`src/rtl/spike_env_handshake_if.sv`:
```
// Handshake bundle between the environment endpoint and the spiking network core.
// The slave side is the endpoint itself; the master side is the stimulus logic and the network.
interface spike_env_handshake_if #(
   parameter int N_IN  = 4,
   parameter int N_OUT = 2,
   parameter int CNT_W = 8
);
   logic                   inj_valid;
   logic [N_IN-1:0]        inj_mask;
   logic                   inj_ready;
   logic [N_IN-1:0]        net_req_in;
   logic [N_IN-1:0]        net_ack_in;
   logic [N_OUT-1:0]       net_req_out;
   logic [N_OUT-1:0]       net_ack_out;
   logic                   cnt_clr;
   logic [N_OUT*CNT_W-1:0] spike_cnt;
   logic                   tmo_err;

   modport slave (
      input  inj_valid, inj_mask, net_ack_in, net_req_out, cnt_clr,
      output inj_ready, net_req_in, net_ack_out, spike_cnt, tmo_err
   );

   modport master (
      output inj_valid, inj_mask, net_ack_in, net_req_out, cnt_clr,
      input  inj_ready, net_req_in, net_ack_out, spike_cnt, tmo_err
   );
endinterface

```
`src/rtl/spike_env_handshake.sv`:
```
// Clocked endpoint for the asynchronous spiking core: 4-phase initiator on the input
// layer, per-channel 4-phase responder with saturating spike counters on the output layer.
//
// state  | meaning
// S_IDLE | ready for an injection; acks from the network are ignored
// S_RISE | req driven with latched mask, waiting for all masked acks high
// S_FALL | req released, waiting for all masked acks low
// S_ERR  | handshake timed out, req released, waiting for every ack low
module spike_env_handshake #(
   parameter int N_IN  = 4,
   parameter int N_OUT = 2,
   parameter int CNT_W = 8,
   parameter int TMO_W = 8
) (
   input  logic                  clk,
   input  logic                  rst,
   spike_env_handshake_if.slave  hs
);

   typedef enum logic [1:0] {S_IDLE, S_RISE, S_FALL, S_ERR} state_t;

   // Counter reaching all-ones on this edge is the timeout point.
   localparam logic [TMO_W-1:0] TMO_LAST = {{(TMO_W-1){1'b1}}, 1'b0};
   localparam logic [CNT_W-1:0] CNT_MAX  = '1;
   localparam logic [CNT_W-1:0] CNT_ONE  = CNT_W'(1);

   state_t                 state_q, state_d;
   logic [N_IN-1:0]        mask_q, mask_d;
   logic [N_IN-1:0]        req_q, req_d;
   logic [TMO_W-1:0]       tmo_q, tmo_d;
   logic                   tmo_hit;
   logic                   err_q;
   logic [N_IN-1:0]        ack_s1, ack_sync;
   logic [N_OUT-1:0]       rq_s1, rq_sync;
   logic [N_OUT-1:0]       ack_out_q;
   logic [CNT_W-1:0]       cnt_q [N_OUT];
   logic [N_OUT*CNT_W-1:0] cnt_flat;

   always_ff @(posedge clk or negedge rst) begin
      if (!rst) begin
         ack_s1   <= '0;
         ack_sync <= '0;
         rq_s1    <= '0;
         rq_sync  <= '0;
      end else begin
         ack_s1   <= hs.net_ack_in;
         ack_sync <= ack_s1;
         rq_s1    <= hs.net_req_out;
         rq_sync  <= rq_s1;
      end
   end

   always_ff @(posedge clk or negedge rst) begin
      if (!rst) begin
         state_q <= S_IDLE;
         mask_q  <= '0;
         req_q   <= '0;
         tmo_q   <= '0;
         err_q   <= 1'b0;
      end else begin
         state_q <= state_d;
         mask_q  <= mask_d;
         req_q   <= req_d;
         tmo_q   <= tmo_d;
         if (tmo_hit)
            err_q <= 1'b1;
         else if (hs.cnt_clr)
            err_q <= 1'b0;
      end
   end

   always_comb begin
      state_d = state_q;
      mask_d  = mask_q;
      req_d   = req_q;
      tmo_d   = tmo_q;
      tmo_hit = 1'b0;
      case (state_q)
         S_IDLE: begin
            if (hs.inj_valid) begin
               mask_d = hs.inj_mask;
               if (hs.inj_mask != '0) begin
                  state_d = S_RISE;
                  req_d   = hs.inj_mask;
                  tmo_d   = '0;
               end
            end
         end
         S_RISE: begin
            if ((ack_sync & mask_q) == mask_q) begin
               state_d = S_FALL;
               req_d   = '0;
               tmo_d   = '0;
            end else if (tmo_q == TMO_LAST) begin
               state_d = S_ERR;
               req_d   = '0;
               tmo_hit = 1'b1;
            end else begin
               tmo_d = tmo_q + TMO_W'(1);
            end
         end
         S_FALL: begin
            if ((ack_sync & mask_q) == '0) begin
               state_d = S_IDLE;
            end else if (tmo_q == TMO_LAST) begin
               state_d = S_ERR;
               req_d   = '0;
               tmo_hit = 1'b1;
            end else begin
               tmo_d = tmo_q + TMO_W'(1);
            end
         end
         S_ERR: begin
            if (ack_sync == '0)
               state_d = S_IDLE;
         end
         default: begin
            state_d = S_IDLE;
            req_d   = '0;
         end
      endcase
   end

   // A clear coinciding with an increment leaves that one spike counted.
   always_ff @(posedge clk or negedge rst) begin
      if (!rst) begin
         ack_out_q <= '0;
         for (int k = 0; k < N_OUT; k++)
            cnt_q[k] <= '0;
      end else begin
         for (int k = 0; k < N_OUT; k++) begin
            if (rq_sync[k] && !ack_out_q[k]) begin
               ack_out_q[k] <= 1'b1;
               if (hs.cnt_clr)
                  cnt_q[k] <= CNT_ONE;
               else if (cnt_q[k] != CNT_MAX)
                  cnt_q[k] <= cnt_q[k] + CNT_ONE;
            end else begin
               if (!rq_sync[k] && ack_out_q[k])
                  ack_out_q[k] <= 1'b0;
               if (hs.cnt_clr)
                  cnt_q[k] <= '0;
            end
         end
      end
   end

   always_comb begin
      cnt_flat = '0;
      for (int k = 0; k < N_OUT; k++)
         cnt_flat[k*CNT_W +: CNT_W] = cnt_q[k];
   end

   assign hs.inj_ready   = (state_q == S_IDLE);
   assign hs.net_req_in  = req_q;
   assign hs.net_ack_out = ack_out_q;
   assign hs.spike_cnt   = cnt_flat;
   assign hs.tmo_err     = err_q;

endmodule

```
`src/flat_wrapper.sv`:
```
// flat-port wrapper written by rule: the top's interface ports become plain ports
module spike_env_handshake_flat 
#(
   parameter int N_IN  = 4,
   parameter int N_OUT = 2,
   parameter int CNT_W = 8,
   parameter int TMO_W = 8
)
  (clk, rst, hs_inj_valid, hs_inj_mask, hs_net_ack_in, hs_net_req_out, hs_cnt_clr, hs_inj_ready, hs_net_req_in, hs_net_ack_out, hs_spike_cnt, hs_tmo_err);
  spike_env_handshake_if #(.N_IN(N_IN), .N_OUT(N_OUT), .CNT_W(CNT_W)) hs_i ();
  input  logic clk;
  input  logic rst;
  input wire logic [$bits(hs_i.inj_valid)-1:0] hs_inj_valid;
  input wire logic [$bits(hs_i.inj_mask)-1:0] hs_inj_mask;
  input wire logic [$bits(hs_i.net_ack_in)-1:0] hs_net_ack_in;
  input wire logic [$bits(hs_i.net_req_out)-1:0] hs_net_req_out;
  input wire logic [$bits(hs_i.cnt_clr)-1:0] hs_cnt_clr;
  output wire logic [$bits(hs_i.inj_ready)-1:0] hs_inj_ready;
  output wire logic [$bits(hs_i.net_req_in)-1:0] hs_net_req_in;
  output wire logic [$bits(hs_i.net_ack_out)-1:0] hs_net_ack_out;
  output wire logic [$bits(hs_i.spike_cnt)-1:0] hs_spike_cnt;
  output wire logic [$bits(hs_i.tmo_err)-1:0] hs_tmo_err;
  assign hs_i.inj_valid = hs_inj_valid;
  assign hs_i.inj_mask = hs_inj_mask;
  assign hs_i.net_ack_in = hs_net_ack_in;
  assign hs_i.net_req_out = hs_net_req_out;
  assign hs_i.cnt_clr = hs_cnt_clr;
  assign hs_inj_ready = hs_i.inj_ready;
  assign hs_net_req_in = hs_i.net_req_in;
  assign hs_net_ack_out = hs_i.net_ack_out;
  assign hs_spike_cnt = hs_i.spike_cnt;
  assign hs_tmo_err = hs_i.tmo_err;
  spike_env_handshake #(.N_IN(N_IN), .N_OUT(N_OUT), .CNT_W(CNT_W), .TMO_W(TMO_W)) u_core (.clk(clk), .rst(rst), .hs(hs_i));
endmodule
```
`config.mk`:
```
export PLATFORM = sky130hd
export DESIGN_NAME = spike_env_handshake_flat
export DESIGN_NICKNAME = d
export VERILOG_FILES = /design/src/rtl/spike_env_handshake_if.sv /design/src/rtl/spike_env_handshake.sv /design/src/flat_wrapper.sv
export SDC_FILE = /design/constraint.sdc
export NUM_CORES = 1
export LEC_CHECK = 0
export CAP_MARGIN = 20
export CELL_PAD_IN_SITES_DETAIL_PLACEMENT = 0
export CELL_PAD_IN_SITES_GLOBAL_PLACEMENT = 1
export CORE_MARGIN = 5
export CORE_UTILIZATION = 37
export CTS_BUF_LIST = sky130_fd_sc_hd__clkbuf_16
export DETAILED_ROUTE_END_ITERATION = 8
export PLACE_DENSITY_LB_ADDON = 0.1
export RECOVER_POWER = 100
export SYNTH_ARGS = -nofsm -noshare
export SYNTH_HDL_FRONTEND = slang
export SYNTH_SLANG_ARGS = --single-unit
export TNS_END_PERCENT = 30
```
`constraint.sdc`:
```
create_clock -name clk -period 1.5 [get_ports clk]
set_input_delay 0.3 -clock clk [delete_from_list [all_inputs] [get_ports clk]]
set_output_delay 0.3 -clock clk [all_outputs]
set_load 0.05 [all_outputs]
```
==> flow_metrics.tcl <==
set metrics [dict create \
    status "finished with violations" \
    violations "setup timing" \
    ys_warn_count 0 \
    final_area_um2 3410 \
    drt_iter0_drc 55 \
    drc 0 \
    ioPinCount 38 \
    place.gp.congestion 0.793 \
    synthesis.nets 234 \
    hpwl_um 3980 \
    synth_compound_area_frac 0.147 \
    ff2ff_path_depth 5 \
    placed_area_um2 3430 \
    maxSlewViolCount 0 \
    synth_top_area_cell "dfrtp_1" \
    antenna_cells 0 \
    required_ns 1.67 \
    crit_arrival_ns 1.82 \
    leakagePower_nw 1.51 \
    fill_cells 557 \
    synthAdderAreaFrac 0.0541 \
    initial_utilization 0.386 \
    finClkSkew_ns 0.00461 \
    hold_path.startpoint "u_core.ack_s1[3]$_DFF_PN0_" \
    synthCells 210 \
    die_w_um 89.0 \
    worst_pin_slew_ns 0.457 \
    stdcell_count 374 \
    die_h_um 89.0 \
    grt_pass1_wl_um 9230 \
    synth-seq-cells 49 \
    cts_buffer_depth 2 \
    p_sw_frac 0.382 \
    ys.flop_type "dfrtp_1" \
    synth_top_family_by_area "simple AND/OR/NAND/NOR gates" \
    synthTopCellsByCount "49 x dfrtp_1, 23 x nor2_1, 19 x nand2_1" \
    seq_power_share 0.297 \
    grt_pass1_vias 1963 \
    fin_tns_setup_ns -1.48 \
    max_slew_margin 0.695 \
    antenna_found_initial 0 \
    vdd_ir_drop_max_uv 1260 \
    clk_latency_ns 0.29 \
    ys_top_cells_by_area "dfrtp_1 53%, ha_1 5.4%, nor2_1 3.7%, nand2_1 3.1%, xor2_1 3.0%" \
    r2r_end "u_core.hs.net_req_in[1]$_DFFE_PN0P_" \
    ys_types 44 \
    startpoint "u_core.mask_q[1]$_DFFE_PN0P_" \
    portBuffers 37 \
    yosysMostFrequentCell "dfrtp_1" \
    clkSinkCount 49 \
    crit_fanout 7 \
    synth_async_sr_flop_share 1.00 \
    avgSynthCellArea_um2 11.0 \
    p_per_area_nw_per_um2 1710 \
    drt-total-wl_um 5330 \
    grt_max_degree 20 \
    max_cap_violations 0 \
    seq_area_frac_synth 0.531 \
    worstSetupEndpointType "flop" \
    crit_path_start_kind "flop" \
    drive_gt1_frac 0.341 \
    overflow 0 \
    fin_ws_ns -0.152 \
    syn_area_um2 2310 \
    power_frac_comb 0.518 \
    placedCellCount 364 \
    setup_viol 17 \
    cts_tree "yes" \
    rows 28 \
    synthMuxAreaShare 0.0379 \
    synth_xor_area_frac 0.0531 \
    rsz0062_at_grt "yes" \
    synthToLayoutAreaGrowth_pct 47.7 \
    root_buffer "clkbuf_16" \
    ff2ff_setup_slack_ns -0.15 \
    synth_edf_count 0 \
    hold_class "flop to flop" \
    nets 322 \
    via_count 1884 \
    antenna_left 0 \
    clk_pin_slew_worst_paths_ns 0.06 \
    final_hold_viol_count 0 \
    synth_simple_gate_area_frac 0.155 \
    timing.rr.start "u_core.mask_q[1]$_DFFE_PN0P_" \
    fmax_mhz 605 \
    h-tree-depth 2 \
    power_mw 5.84 \
    crit_end "u_core.hs.net_req_in[1]$_DFFE_PN0P_" \
    coreArea_um2 5990 \
    track_usage 0.150 \
    wire_per_inst_um 14.3 \
    dpl_worst_slack_ns -0.420 \
    yosysTopAreaCellShare 0.531 \
    min_period_ns 1.65 \
    timing.hold.ws_ns 0.349 \
    cts_buffers 5 \
    post-route-util 0.570 \
    critPathKind "flop to flop" \
    drt-vias-per-instance 5.04 \
    firstDrtPassIters 4 \
    fin_crit_sh 1.10 \
    p_int_mw 3.61 \
    p_sw_mw 2.23 \
    die-area_um2 7930 \
    p_clk_frac 0.185 \
]
[cell usage in the layout (no fill, tap or decap), types with 4 or more instances in the layout]
cell type / n
mux2_2: 6
nor2_1: 23
buf_12: 15
dlygate4sd3_1: 7
o21ai_0: 9
ha_1: 6
dfrtp_1: 41
clkbuf_16: 5
clkbuf_1: 11
xnor2_1: 6
inv_1: 11
a22o_1: 4
clkbuf_2: 16
clkdlybuf4s50_1: 6
nand4_1: 7
a21oi_1: 8
nand2_1: 19
ha_4: 4
xor2_1: 8
buf_4: 28
nand3_1: 7
dfrtp_2: 8
[cell families (layout without fill, tap and decap cells)]
family	Yosys count	after routing
compound gates	44	44
xor+xnor	14	14
fa+ha+maj	10	10
buf+inv	13	102
flops	49	49
mux	8	8
simple gates	72	72
[final cells by class]
class	instances	area, µm²	share of cell area
inverter	11	41.3	0.0121
multi-input combinational	148	1140	0.334
clock buffer	5	125	0.0367
clock inverter	3	15.0	0.00440
tap	75	93.8	0.0275
timing repair buffer	83	762	0.223
sequential	49	1240	0.362
[flip-flops by register name, indices dropped and copies added (netlist names)]
name / flops
u_core.rq_sync: 2
u_core.ack_s1: 4
u_core.hs.net_req_in: 4
u_core.ack_sync: 4
u_core.tmo_q: 8
u_core.hs.net_ack_out: 2
u_core.state_q: 2
u_core.hs.tmo_err: 1
u_core.mask_q: 4
u_core.rq_s1: 2
u_core.hs.spike_cnt: 16
[timing repair]
action                                  CTS  global route
endpoints found under the hold margin    16             0
resized for setup                         4             9
hold buffers                              1             0
endpoints found under the setup margin   14            24
pin swaps                                 5             7
setup buffers                             1             0
[power groups by stage]
stage / combinational (mW) / sequential [mW] / clock [mW]
2_1_floorplan: 1.44 / 2.12 / 0
3_3_place_gp: 3.08 / 1.77 / 0
3_5_place_dp: 3.12 / 1.77 / 0
4_1_cts: 3.23 / 1.75 / 1.11
5_1_grt: 3.27 / 1.76 / 1.19
6_report: 3.02 / 1.73 / 1.08
[worst min-delay path by stage]
| stage | to | slack [ns] | depth (start not counted) |
|---|---|---|---|
| final | u_core.ack_sync[3]$_DFF_PN0_ | 0.35 | 0 |
| after global routing | u_core.ack_sync[2]$_DFF_PN0_ | 0.36 | 0 |
| after CTS | u_core.ack_sync[3]$_DFF_PN0_ | 0.35 | 0 |
| after detailed placement | u_core.mask_q[1]$_DFFE_PN0P_ | 0.27 | 1 |
| after global placement | u_core.mask_q[1]$_DFFE_PN0P_ | 0.27 | 1 |
| after floorplan | u_core.ack_s1[0]$_DFF_PN0_ | 0.004 | 0 |
[layer usage]
layer	global-route usage	share of wire	wire [µm]	up-vias
li1	-	-	-	919
met1	0.185	0.44	2350	925
met2	0.258	0.50	2680	34
met3	0.0369	0.045	241	6
met4	0.0460	0.012	66	0
met5	0	0	0	-
[worst max-delay path, cell delays in order, from the launching register on]
cell and delay (ns):
dfrtp_1 0.41, nor2b_4 0.15, o41ai_4 0.44, a21boi_4 0.13, a21o_1 0.22, a22o_1 0.19
(Power assumes the default switching activity.)
